==> src/rtl/corescore_stream_arbiter.sv <==
// Packet-granular round-robin arbiter sharing one byte-wide AXI-Stream sink between NUM_SRC
// sources, with a registered output slice. A source keeps the grant until its tlast beat.
module corescore_stream_arbiter #(
  parameter int unsigned NUM_SRC = 4,
  parameter int unsigned SRC_W   = 2
) (
  input  logic                 i_clk,
  input  logic                 i_rst,
  input  logic [8*NUM_SRC-1:0] i_tdata,
  input  logic [NUM_SRC-1:0]   i_tlast,
  input  logic [NUM_SRC-1:0]   i_tvalid,
  output logic [NUM_SRC-1:0]   o_tready,
  output logic [7:0]           o_tdata,
  output logic                 o_tlast,
  output logic                 o_tvalid,
  input  logic                 i_tready,
  output logic [NUM_SRC-1:0]   o_grant,
  output logic                 o_busy
);

  typedef enum logic [0:0] {StIdle, StLocked} state_e;

  state_e             state_q;
  logic [SRC_W-1:0]   last_q;
  logic [SRC_W-1:0]   grant_idx_q;
  logic [SRC_W-1:0]   pick_idx;
  logic [NUM_SRC-1:0] pick_oh;
  logic               pick_found;
  int unsigned        cand;
  logic               out_free;
  logic               sel_valid;
  logic               sel_last;
  logic [7:0]         sel_data;
  logic               accept;

  // The slice can take a new beat when empty or when its current beat drains this cycle.
  assign out_free = !o_tvalid || i_tready;
  assign o_tready = (state_q == StLocked && out_free) ? o_grant : '0;
  assign accept   = (state_q == StLocked) && sel_valid && out_free;

  // Circular search for the first valid source after the last one served.
  always_comb begin
    pick_found = 1'b0;
    pick_idx   = '0;
    pick_oh    = '0;
    cand       = 0;
    for (int unsigned i = 0; i < NUM_SRC; i++) begin
      cand = (32'(last_q) + 32'd1 + i) % NUM_SRC;
      if (!pick_found && i_tvalid[SRC_W'(cand)]) begin
        pick_found              = 1'b1;
        pick_idx                = SRC_W'(cand);
        pick_oh[SRC_W'(cand)]   = 1'b1;
      end
    end
  end

  // One-hot grant makes the source mux a plain AND-OR.
  always_comb begin
    sel_data  = '0;
    sel_valid = 1'b0;
    sel_last  = 1'b0;
    for (int unsigned k = 0; k < NUM_SRC; k++) begin
      if (o_grant[k]) begin
        sel_data  = sel_data | i_tdata[8*k +: 8];
        sel_valid = sel_valid | i_tvalid[k];
        sel_last  = sel_last | i_tlast[k];
      end
    end
  end

  always_ff @(posedge i_clk) begin
    if (i_rst) begin
      state_q     <= StIdle;
      last_q      <= SRC_W'(NUM_SRC - 1);
      grant_idx_q <= '0;
      o_grant     <= '0;
      o_busy      <= 1'b0;
      o_tvalid    <= 1'b0;
      o_tdata     <= '0;
      o_tlast     <= 1'b0;
    end else begin
      if (accept) begin
        o_tvalid <= 1'b1;
        o_tdata  <= sel_data;
        o_tlast  <= sel_last;
      end else if (i_tready) begin
        o_tvalid <= 1'b0;
      end

      case (state_q)
        StIdle: begin
          if (pick_found) begin
            state_q     <= StLocked;
            grant_idx_q <= pick_idx;
            o_grant     <= pick_oh;
            o_busy      <= 1'b1;
          end
        end
        StLocked: begin
          if (accept && sel_last) begin
            state_q <= StIdle;
            o_grant <= '0;
            o_busy  <= 1'b0;
            last_q  <= grant_idx_q;
          end
        end
        default: state_q <= StIdle;
      endcase
    end
  end

endmodule

==> config.mk <==
export PLATFORM = sky130hd
export DESIGN_NAME = corescore_stream_arbiter
export DESIGN_NICKNAME = d
export VERILOG_FILES = /design/src/rtl/corescore_stream_arbiter.sv
export SDC_FILE = /design/constraint.sdc
export NUM_CORES = 1
export LEC_CHECK = 0
export BUFFER_PORTS_ARGS = -buffer_cell sky130_fd_sc_hd__clkbuf_2
export CAP_MARGIN = 20
export CORE_MARGIN = 3
export CORE_UTILIZATION = 52
export DETAILED_ROUTE_END_ITERATION = 6
export MAX_ROUTING_LAYER = met4
export PLACE_DENSITY_LB_ADDON = 0.12
export SLEW_MARGIN = 20
export SYNTH_ARGS = -nofsm -noshare
export SYNTH_HDL_FRONTEND = slang
export SYNTH_SLANG_ARGS = --single-unit
==> constraint.sdc <==
create_clock -name i_clk -period 5.25 [get_ports i_clk]
set_input_delay 0.525 -clock i_clk [delete_from_list [all_inputs] [get_ports i_clk]]
set_output_delay 0.525 -clock i_clk [all_outputs]
set_load 0.02 [all_outputs]
==> tab_implementation.tex, run 1 <==
\begin{tabular}{lr}
\hline
Metric & Value \\
\hline
\multicolumn{2}{l}{\textbf{Global routing}} \\
\quad Overall Global Routing Usage & between 20\% and 30\% \\
\quad Remaining Overflow, GRT & 0 \\
\quad Number of antenna violations at the first check in global routing & 0 \\
\quad Global-route wire length before repair & roughly 6.4 mm \\
\quad Vias in the first global route & 1333 \\
\quad Largest net degree at the start of global routing & 23 \\
\multicolumn{2}{l}{\textbf{STA}} \\
\quad Hold violation count in the final report & 0 \\
\quad Max Freq & roughly 320 MHz \\
\quad Setup repair after global routing missed its margin & false \\
\quad Slew Limit Headroom & 41.8\% \\
\quad Clock period minus final worst setup slack & 3.15 ns \\
\quad Number of max-slew violations in the final report & 0 \\
\quad Period utilization & between 60 and 70\% \\
\quad Final-layout setup total negative slack & 0 ns \\
\quad Actual slew at the worst max-slew pin & 0.871 ns \\
\quad Final worst setup slack & between 2 and 2.5 ns \\
\quad Clk\_skew & approximately 0.012 ns \\
\quad Final setup violating endpoints & 0 \\
\multicolumn{2}{l}{\textbf{Job}} \\
\quad Max-capacitance violation count & 0 \\
\multicolumn{2}{l}{\textbf{Setup path}} \\
\quad Delay of the slowest cell on the worst path & just over 0.9 ns \\
\quad Nature of the critical path endpoint & register \\
\quad Total number of cells along the worst setup path & 7 \\
\quad Worst setup path class & reg -> reg \\
\quad Arrival time at the worst endpoint & 3.33 ns \\
\quad R2R cell count & 7 \\
\quad Critical path, cell by cell & inv\_2 -> ha\_1 -> mux2\_2 -> mux2i\_1 -> nand2\_1 -> a222oi\_1 -> a311oi\_1 \\
\quad Worst-path maximum fanout & 17 \\
\quad Critical path launch point type & register \\
\quad Buf/Inv on CP & 1 \\
\quad Family of cells with the greatest summed delay on the critical path & flip-flops \\
\quad Required @ worst endpoint & about 5.4 ns \\
\quad Cell with the biggest individual delay on the critical path & dfxtp\_1 \\
\multicolumn{2}{l}{\textbf{Clocking}} \\
\quad Post-CTS Resized & 0 \\
\quad Clock root buffer & clkbuf\_4 \\
\quad Post-CTS Hold Fix Bufs & 0 \\
\quad CTS clk-pin slew, worst paths & 0.12 ns \\
\quad CTS H-tree depth & 1 \\
\quad Clock Tree Buf Depth & 2 \\
\quad Number of buffers created by CTS & 3 \\
\quad CTS tree & done \\
\quad Total clock sinks & 20 \\
\quad Setup bufs post-CTS & 0 \\
\quad Later-pin clock latency in the skew report & 0.30 ns \\
\multicolumn{2}{l}{\textbf{Place}} \\
\quad Number of buffer cells added on primary ports & 61 \\
\quad Placed standard-cell area & roughly 1800 sq um \\
\quad Routability Congestion & 0.853 \\
\quad Setup slack at placement & roughly 2.1 ns \\
\quad Total half-perimeter wirelength after legalization and detailed placement & between 3 and 4 mm \\
\multicolumn{2}{l}{\textbf{Yosys}} \\
\quad Number of flip-flops and latches in the synthesized netlist & 20 \\
\quad Sequential cell area fraction in the yosys report & 26.2\% \\
\quad Primary FF master, synth & dfxtp\_1 \\
\quad Synthesized area divided by synthesized cell count & just under 9 sq um \\
\quad FFs w/ async S/R, synth & 0\% \\
\quad Number of synthesized flops with an enable pin & 0 \\
\quad Cell variety after synth & 48 \\
\quad Post-synthesis instance area & 1530 sq um \\
\quad Synth warnings & 0 \\
\quad Synthesized Nets & between 200 and 250 \\
\quad Number of instances in the synthesized netlist & 176 \\
\multicolumn{2}{l}{\textbf{Power}} \\
\quad Post-route total power & 0.000517 W \\
\quad Static leakage power & 0.802 nW \\
\quad Power density over the cells & between 200 and 300 nW/um\^{}2 \\
\quad Max rail drop VDD & 0.353 mV \\
\multicolumn{2}{l}{\textbf{Routing}} \\
\quad Total vias in the final route & between 1500 and 2000 \\
\quad Count of nets left with antenna violations after detail routing & 0 \\
\quad DRC violations left & 0 \\
\quad Detail-routed net length per standard cell & approximately 17 um \\
\quad First DRT Iteration DRCs & between 100 and 150 \\
\quad Total length of routed wires & between 4 and 5 mm \\
\quad Pre-antenna DRT Iters & 4 \\
\quad Via density per instance & between 6 and 7 \\
\multicolumn{2}{l}{\textbf{Finish}} \\
\quad Fin nets & $\sim$280 \\
\quad Highest-count cells in the layout ignoring fill and taps & clkbuf\_2 (61), a22oi\_1 (20), dfxtp\_1 (20), nor2\_1 (18), a21oi\_1 (15) \\
\quad Commonest non-fill, non-tap cell in the layout & clkbuf\_2 \\
\quad Post-route cell area & $\sim$1800 sq um \\
\quad Layout cells sized above 1 & a little over a third \\
\quad P\&R area growth vs syn & 20.0\% \\
\quad Antenna fix cells & 0 \\
\quad Number of inserted filler cells in the final layout & about 240 \\
\multicolumn{2}{l}{\textbf{Floorplan}} \\
\quad Height of the die & around 60 um \\
\quad Std-Cell Core Area & between 2000 and 3000 sq um \\
\quad Number of top-level pins & 62 \\
\quad Die Area & around 3600 sq um \\
\quad Width of the die & between 60 and 70 um \\
\quad Starting Density & between 50\% and 60\% \\
\quad Number of core rows & 19 \\
\multicolumn{2}{l}{\textbf{Status}} \\
\quad Outcome & completed \\
\multicolumn{2}{l}{\textbf{Worst hold path}} \\
\quad Hold Crit Depth & 2 \\
\quad Class of the most critical hold timing path & reg -> reg \\
\hline
\end{tabular}
cells in the mapped netlist, drive strengths merged (2+ instances only):
| cell type | n | area (sq um) |
|---|---|---|
| o221ai | 2 | 17.5 |
| a311oi | 12 | 105 |
| buf | 9 | 68.8 |
| nor3 | 2 | 15.0 |
| a211oi | 2 | 15.0 |
| a22oi | 20 | 150 |
| and3 | 4 | 25.0 |
| nand2b | 3 | 18.8 |
| a21oi | 15 | 75.1 |
| dfxtp | 20 | 400 |
| nand4b | 2 | 17.5 |
| nand2 | 9 | 33.8 |
| mux2i | 6 | 80.1 |
| nor4 | 2 | 12.5 |
| nor2 | 19 | 73.8 |
| a22o | 3 | 26.3 |
| mux2 | 4 | 52.6 |
| a311o | 2 | 20.0 |
| clkbuf | 6 | 22.5 |
| o21ai | 4 | 20.0 |
| inv | 8 | 30.0 |
| ha | 5 | 62.6 |
stage by stage:
stage | std cells | hold slack (ns) | util [%]
after floorplan | 176 | 0.450 | -
after global placement | 253 | 0.446 | 64.0
after detailed placement | 253 | 0.459 | 64.0
after CTS | 257 | 0.476 | 65.9
after global routing | 257 | 0.496 | 65.9
final | 257 | 0.472 | 65.9
layer usage:
metal	GRT usage [%]	vias to the layer above	wire length (um)
met5	-	-	0
met4	2.53	0	11
met3	3.89	2	295
met2	37.3	58	1990
met1	33.1	760	1960
li1	-	785	-
worst paths after layout:
path	end	start	slack, ns
worst max-delay path	o_grant[2]$_SDFFE_PP0P_	last_q[0]$_SDFFE_PP1P_	2.10
worst min-delay path	o_tlast$_SDFFE_PP0P_	o_tlast$_SDFFE_PP0P_	0.47
worst max register to register	o_grant[2]$_SDFFE_PP0P_	last_q[0]$_SDFFE_PP1P_	2.10
worst min register to register	o_tlast$_SDFFE_PP0P_	o_tlast$_SDFFE_PP0P_	0.47
worst reg2reg max path, delay by kind of cell, from the launching register on:
kind	cells	cell delay, ns
DFF	1	0.91
muxes	2	0.78
adders and majority gates	1	0.56
AOI/OAI and AO/OA	2	0.46
buffers and inverters	1	0.22
and+or+nand+nor	1	0.09
layout make-up:
class / count / area [sq um] / area share, %
timing repair buffer: 61 / 305 / 16.7
inverter: 8 / 30.0 / 1.64
clock inverter: 1 / 30.0 / 1.64
sequential: 20 / 400 / 21.9
tap: 31 / 38.8 / 2.12
clock buffer: 3 / 22.5 / 1.23
multi-input combinational: 133 / 1000 / 54.8
registers in the layout, summed over array words and instances (netlist names):
signal / flops
grant_idx_q: 2
o_tdata: 8
o_busy: 1
o_grant: 4
state_q: 1
o_tlast: 1
o_tvalid: 1
last_q: 2
power breakdown:
part / switching, W / internal, W / total, W
sequential: 0.0000308 / 0.000170 / 0.000201
combinational: 0.000108 / 0.0000815 / 0.000190
clock: 0.0000485 / 0.0000772 / 0.000126
total: 0.000188 / 0.000329 / 0.000517
kinds of logic after synthesis:
family	Yosys count	share of synthesized area, %
simple gates	44	14.7
fa+ha+maj	5	4.10
flops	20	26.2
compound gates	73	36.9
mux	11	10.2
buf+inv	23	7.95
No activity file was read; power rests on OpenSTA's default activity.
==> inputs of run 2 (changes only) <==
Settings changed: ABC_AREA set to 1, CORE_UTILIZATION 52 to 43.
Clock period 5.25 ns to 2.9 ns, I/O delays scaled along.
==> run 2 against run 1 <==
Compared with the run above:
- cell count is 21% higher
- sequential cell count stayed put
- clock-buffer cell count stayed put
- cell area fell by 0.48%
- worst hold slack worse by 0.22 ns
- register-to-register slack got worse by 1.2 ns
- global-route usage is 3.3 points lower
- setup slack worse by 1.2 ns
- fmax grew 54%
- first-iteration DRC count fell by 12%
- sequential share of layout area grew 0.11 points
- clock power increased by 80%
- critical endpoint is now grant_idx_q[1]$_SDFFE_PP0P_
- highest routed layer unchanged
==> tab_implementation.tex, run 2 <==
\begin{tabular}{lr}
\hline
Metric & Value \\
\hline
\multicolumn{2}{l}{\textbf{Setup path}} \\
\quad Worst setup path class & reg -> reg \\
\quad Arrival time at the worst endpoint & $\sim$2.3 ns \\
\quad Delay of the slowest cell on the worst path & 0.46 ns \\
\quad Worst setup path start & last\_q[0]\$\_SDFFE\_PP1P\_ \\
\quad R2R cell count & 11 \\
\quad Required @ worst endpoint & just over 3 ns \\
\quad Critical path launch point type & register \\
\quad Family of cells with the greatest summed delay on the critical path & simple AND/OR/NAND/NOR gates \\
\quad Register-to-register path setup slack & between 0.8 and 0.9 ns \\
\quad Reg-to-reg startpoint & last\_q[0]\$\_SDFFE\_PP1P\_ \\
\quad Cell with the biggest individual delay on the critical path & dfxtp\_1 \\
\quad Critical path, cell by cell & inv\_2 -> ha\_1 -> inv\_1 -> nand3\_2 -> nand2\_4 -> nor2\_8 -> nand3b\_4 -> nand2\_4 -> inv\_2 -> o21ai\_1 -> nor2\_1 \\
\quad Nature of the critical path endpoint & register \\
\quad Worst flop-to-flop path endpoint & grant\_idx\_q[1]\$\_SDFFE\_PP0P\_ \\
\quad Worst-path maximum fanout & 10 \\
\quad Buf/Inv on CP & 3 \\
\multicolumn{2}{l}{\textbf{Yosys}} \\
\quad Synthesized Nets & between 200 and 300 \\
\quad Sequential cell area fraction in the yosys report & 28.2\% \\
\quad Library cell with the highest instance count after synthesis & nand2\_1 \\
\quad Post-synthesis instance area & around 1400 sq um \\
\quad Synthesized area divided by synthesized cell count & $\sim$6.8 sq um \\
\quad Adder-Cell Fraction of Synth Area & under 10\% \\
\quad Primary FF master, synth & dfxtp\_1 \\
\quad List of most frequent post-synthesis cells & nand2\_1 (48), a21oi\_1 (23), dfxtp\_1 (20), inv\_1 (18), nand3\_1 (17) \\
\quad Fraction of the mapped netlist area in compound gates & between 20\% and 30\% \\
\quad Area share of the largest cell type after synthesis & approximately 28\% \\
\quad Synth warnings & 0 \\
\quad Mux cell area share after synthesis & 0\% \\
\quad Number of synthesized flops with an enable pin & 0 \\
\quad XOR/XNOR Fraction of Synth Area & 0\% \\
\quad Dominant cell type by area after synthesis & dfxtp\_1 \\
\quad Cell variety after synth & 27 \\
\quad Simple-gate share of the synthesized area & 35.7\% \\
\quad FFs w/ async S/R, synth & 0\% \\
\quad Leading cell types by total area after synthesis & dfxtp\_1 (28\%), nand2\_1 (13\%), a21oi\_1 (8.1\%), nand3\_1 (6.0\%), a221oi\_1 (4.9\%) \\
\quad Main combinational cell family by area after synthesis & simple AND/OR/NAND/NOR gates \\
\quad Number of instances in the synthesized netlist & just over 200 \\
\quad Number of flip-flops and latches in the synthesized netlist & 20 \\
\multicolumn{2}{l}{\textbf{Global routing}} \\
\quad Overall Global Routing Usage & between 20\% and 30\% \\
\quad Largest net degree at the start of global routing & 18 \\
\quad Global-route wire length before repair & between 6 and 7 mm \\
\quad Vias in the first global route & about 1500 \\
\quad Number of antenna violations at the first check in global routing & 0 \\
\quad Remaining Overflow, GRT & 0 \\
\multicolumn{2}{l}{\textbf{Floorplan}} \\
\quad Number of core rows & 20 \\
\quad Die Area & 4020 sq um \\
\quad Starting Density & 45.7\% \\
\quad Number of top-level pins & 62 \\
\quad Std-Cell Core Area & between 3000 and 4000 sq um \\
\quad Width of the die & 63.4 um \\
\quad Height of the die & approximately 63 um \\
\multicolumn{2}{l}{\textbf{Power}} \\
\quad Reg power frac & approximately two fifths \\
\quad Fraction of power consumed by combinational cells & between 20\% and 30\% \\
\quad Clock power share & between 30\% and 40\% \\
\quad Static leakage power & $\sim$0.95 nW \\
\quad Power density over the cells & 404 nW/um\^{}2 \\
\quad Switching component of the power & 0.000224 W \\
\quad Max rail drop VDD & about 0.29 mV \\
\quad Post-route total power & approximately 0.00074 W \\
\quad P\_int & just over 0.0005 W \\
\quad Share of total power consumed by net switching & 30.4\% \\
\multicolumn{2}{l}{\textbf{STA}} \\
\quad Final-layout setup total negative slack & 0 ns \\
\quad Setup repair after global routing missed its margin & false \\
\quad Actual slew at the worst max-slew pin & $\sim$0.47 ns \\
\quad Hold violation count in the final report & 0 \\
\quad Worst Hold Margin & 0.249 ns \\
\quad Clk\_skew & 0.00383 ns \\
\quad Number of max-slew violations in the final report & 0 \\
\quad Slew Limit Headroom & a little under 70\% \\
\quad Max Freq & 489 MHz \\
\quad Final setup violating endpoints & 0 \\
\quad Clock period minus final worst setup slack & between 2 and 2.5 ns \\
\quad Period utilization & between 70\% and 80\% \\
\multicolumn{2}{l}{\textbf{Place}} \\
\quad Number of buffer cells added on primary ports & just over 60 \\
\quad Placed standard-cell area & roughly 1800 sq um \\
\quad Total half-perimeter wirelength after legalization and detailed placement & about 3 mm \\
\quad Placed insts & about 310 \\
\quad Routability Congestion & slightly below 0.9 \\
\multicolumn{2}{l}{\textbf{Finish}} \\
\quad Highest-count cells in the layout ignoring fill and taps & clkbuf\_2 (61), nand2\_1 (48), a21oi\_1 (23), dfxtp\_1 (20), inv\_1 (18) \\
\quad Antenna fix cells & 0 \\
\quad Registers with the most flip-flops & o\_tdata (8), o\_grant (4) \\
\quad Fin nets & roughly 320 \\
\quad Layout cells sized above 1 & approximately 34\% \\
\quad Post-route cell area & between 1500 and 2000 sq um \\
\quad P\&R area growth vs syn & 28.6\% \\
\quad Max FFs per register & 8 \\
\quad Commonest non-fill, non-tap cell in the layout & clkbuf\_2 \\
\quad Biggest register & o\_tdata \\
\quad Non-filler cells, final & 312 \\
\multicolumn{2}{l}{\textbf{Clocking}} \\
\quad Total clock sinks & 20 \\
\quad Setup bufs post-CTS & 0 \\
\quad Post-CTS Hold Fix Bufs & 0 \\
\quad Number of buffers created by CTS & 3 \\
\quad CTS H-tree depth & 1 \\
\quad CTS tree & done \\
\quad Clock Tree Buf Depth & 2 \\
\quad Clock root buffer & clkbuf\_4 \\
\quad Later-pin clock latency in the skew report & 0.30 ns \\
\quad CTS clk-pin slew, worst paths & 0.12 ns \\
\quad Post-CTS Resized & 0 \\
\multicolumn{2}{l}{\textbf{Routing}} \\
\quad Detail-routed net length per standard cell & about 12 um \\
\quad First DRT Iteration DRCs & between 100 and 150 \\
\quad Pre-antenna DRT Iters & 4 \\
\quad Total vias in the final route & roughly 1600 \\
\quad Via density per instance & a little over 5 \\
\quad Count of nets left with antenna violations after detail routing & 0 \\
\quad DRC violations left & 0 \\
\quad Total length of routed wires & around 3.8 mm \\
\multicolumn{2}{l}{\textbf{Worst hold path}} \\
\quad Hold Crit Depth & 2 \\
\quad Start point of the worst hold path & i\_rst \\
\quad Class of the most critical hold timing path & in -> reg \\
\quad Worst-case hold path end point & o\_tvalid\$\_SDFFE\_PP0P\_ \\
\multicolumn{2}{l}{\textbf{Job}} \\
\quad Max-capacitance violation count & 0 \\
\multicolumn{2}{l}{\textbf{Status}} \\
\quad Outcome & completed \\
\hline
\end{tabular}
run 2: cell types whose count changed in the layout (fill, tap and decap cells not counted), moves of 6 or more:
cell / previous run / this run
a21oi_1: 15 / 23
a22oi_1: 20 / 0
nand2_2: 0 / 9
a221oi_1: 1 / 8
a311oi_1: 12 / 0
nor2_1: 18 / 12
nand2_1: 9 / 48
inv_1: 7 / 18
nand3_1: 0 / 17
run 2: worst max path at each step:
stage / depth (start not counted) / endpoint
final: 11 / grant_idx_q[1]$_SDFFE_PP0P_
after global routing: 12 / o_busy$_SDFFE_PP0P_
after CTS: 11 / grant_idx_q[1]$_SDFFE_PP0P_
after detailed placement: 11 / grant_idx_q[1]$_SDFFE_PP0P_
after global placement: 11 / grant_idx_q[0]$_SDFFE_PP0P_
after floorplan: 11 / grant_idx_q[0]$_SDFFE_PP0P_
run 2: kinds of logic (layout without fill, tap and decap cells):
| logic type | Yosys count | count (layout) |
|---|---|---|
| adder cells (fa/ha/maj) | 5 | 5 |
| flip-flops | 20 | 20 |
| AO/OA/AOI/OAI | 54 | 54 |
| AND/OR/NAND/NOR | 99 | 99 |
| buffers and inverters | 29 | 90 |
run 2: power groups by stage:
stage | logic (W) | registers, W | clock network, W
floorplan | 0.000120 | 0.000324 | 0
global placement | 0.000203 | 0.000312 | 0
detailed placement | 0.000203 | 0.000312 | 0
CTS | 0.000204 | 0.000305 | 0.000232
global route | 0.000229 | 0.000309 | 0.000241
finish | 0.000204 | 0.000306 | 0.000227
run 2: metrics by stage:
stage / setup slack, ns / utilization (%)
after floorplan: 1.07 / -
after global placement: 0.950 / 57.1
after detailed placement: 0.885 / 57.1
after CTS: 0.867 / 58.8
after global routing: 0.655 / 58.8
final: 0.857 / 58.8
run 2: final cells by class:
type                            count  area (sq um)
Inverter                           22          82.6
Clock inverter                      1          30.0
Sequential cell                    20           400
Multi-Input combinational cell    158           905
Clock buffer                        3          22.5
Timing Repair Buffer               64           328
Fill cell                         338          1280
Tap cell                           44          55.1
run 2: metal layers:
layer,GRT usage (%),vias to the layer above,part of all wire [%]
li1,-,830,-
met1,25.9,698,46
met2,34.7,45,49
met3,1.96,2,5.0
met4,5.93,0,0.39
met5,-,-,0
run 2: worst reg2reg max path: stages, from the launching register on:
cell and delay (ns):
dfxtp_1 0.46, inv_2 0.16, ha_1 0.38, inv_1 0.10
nand3_2 0.14, nand2_4 0.09, nor2_8 0.19, nand3b_4 0.10
nand2_4 0.11, inv_2 0.05, o21ai_1 0.12, nor2_1 0.05
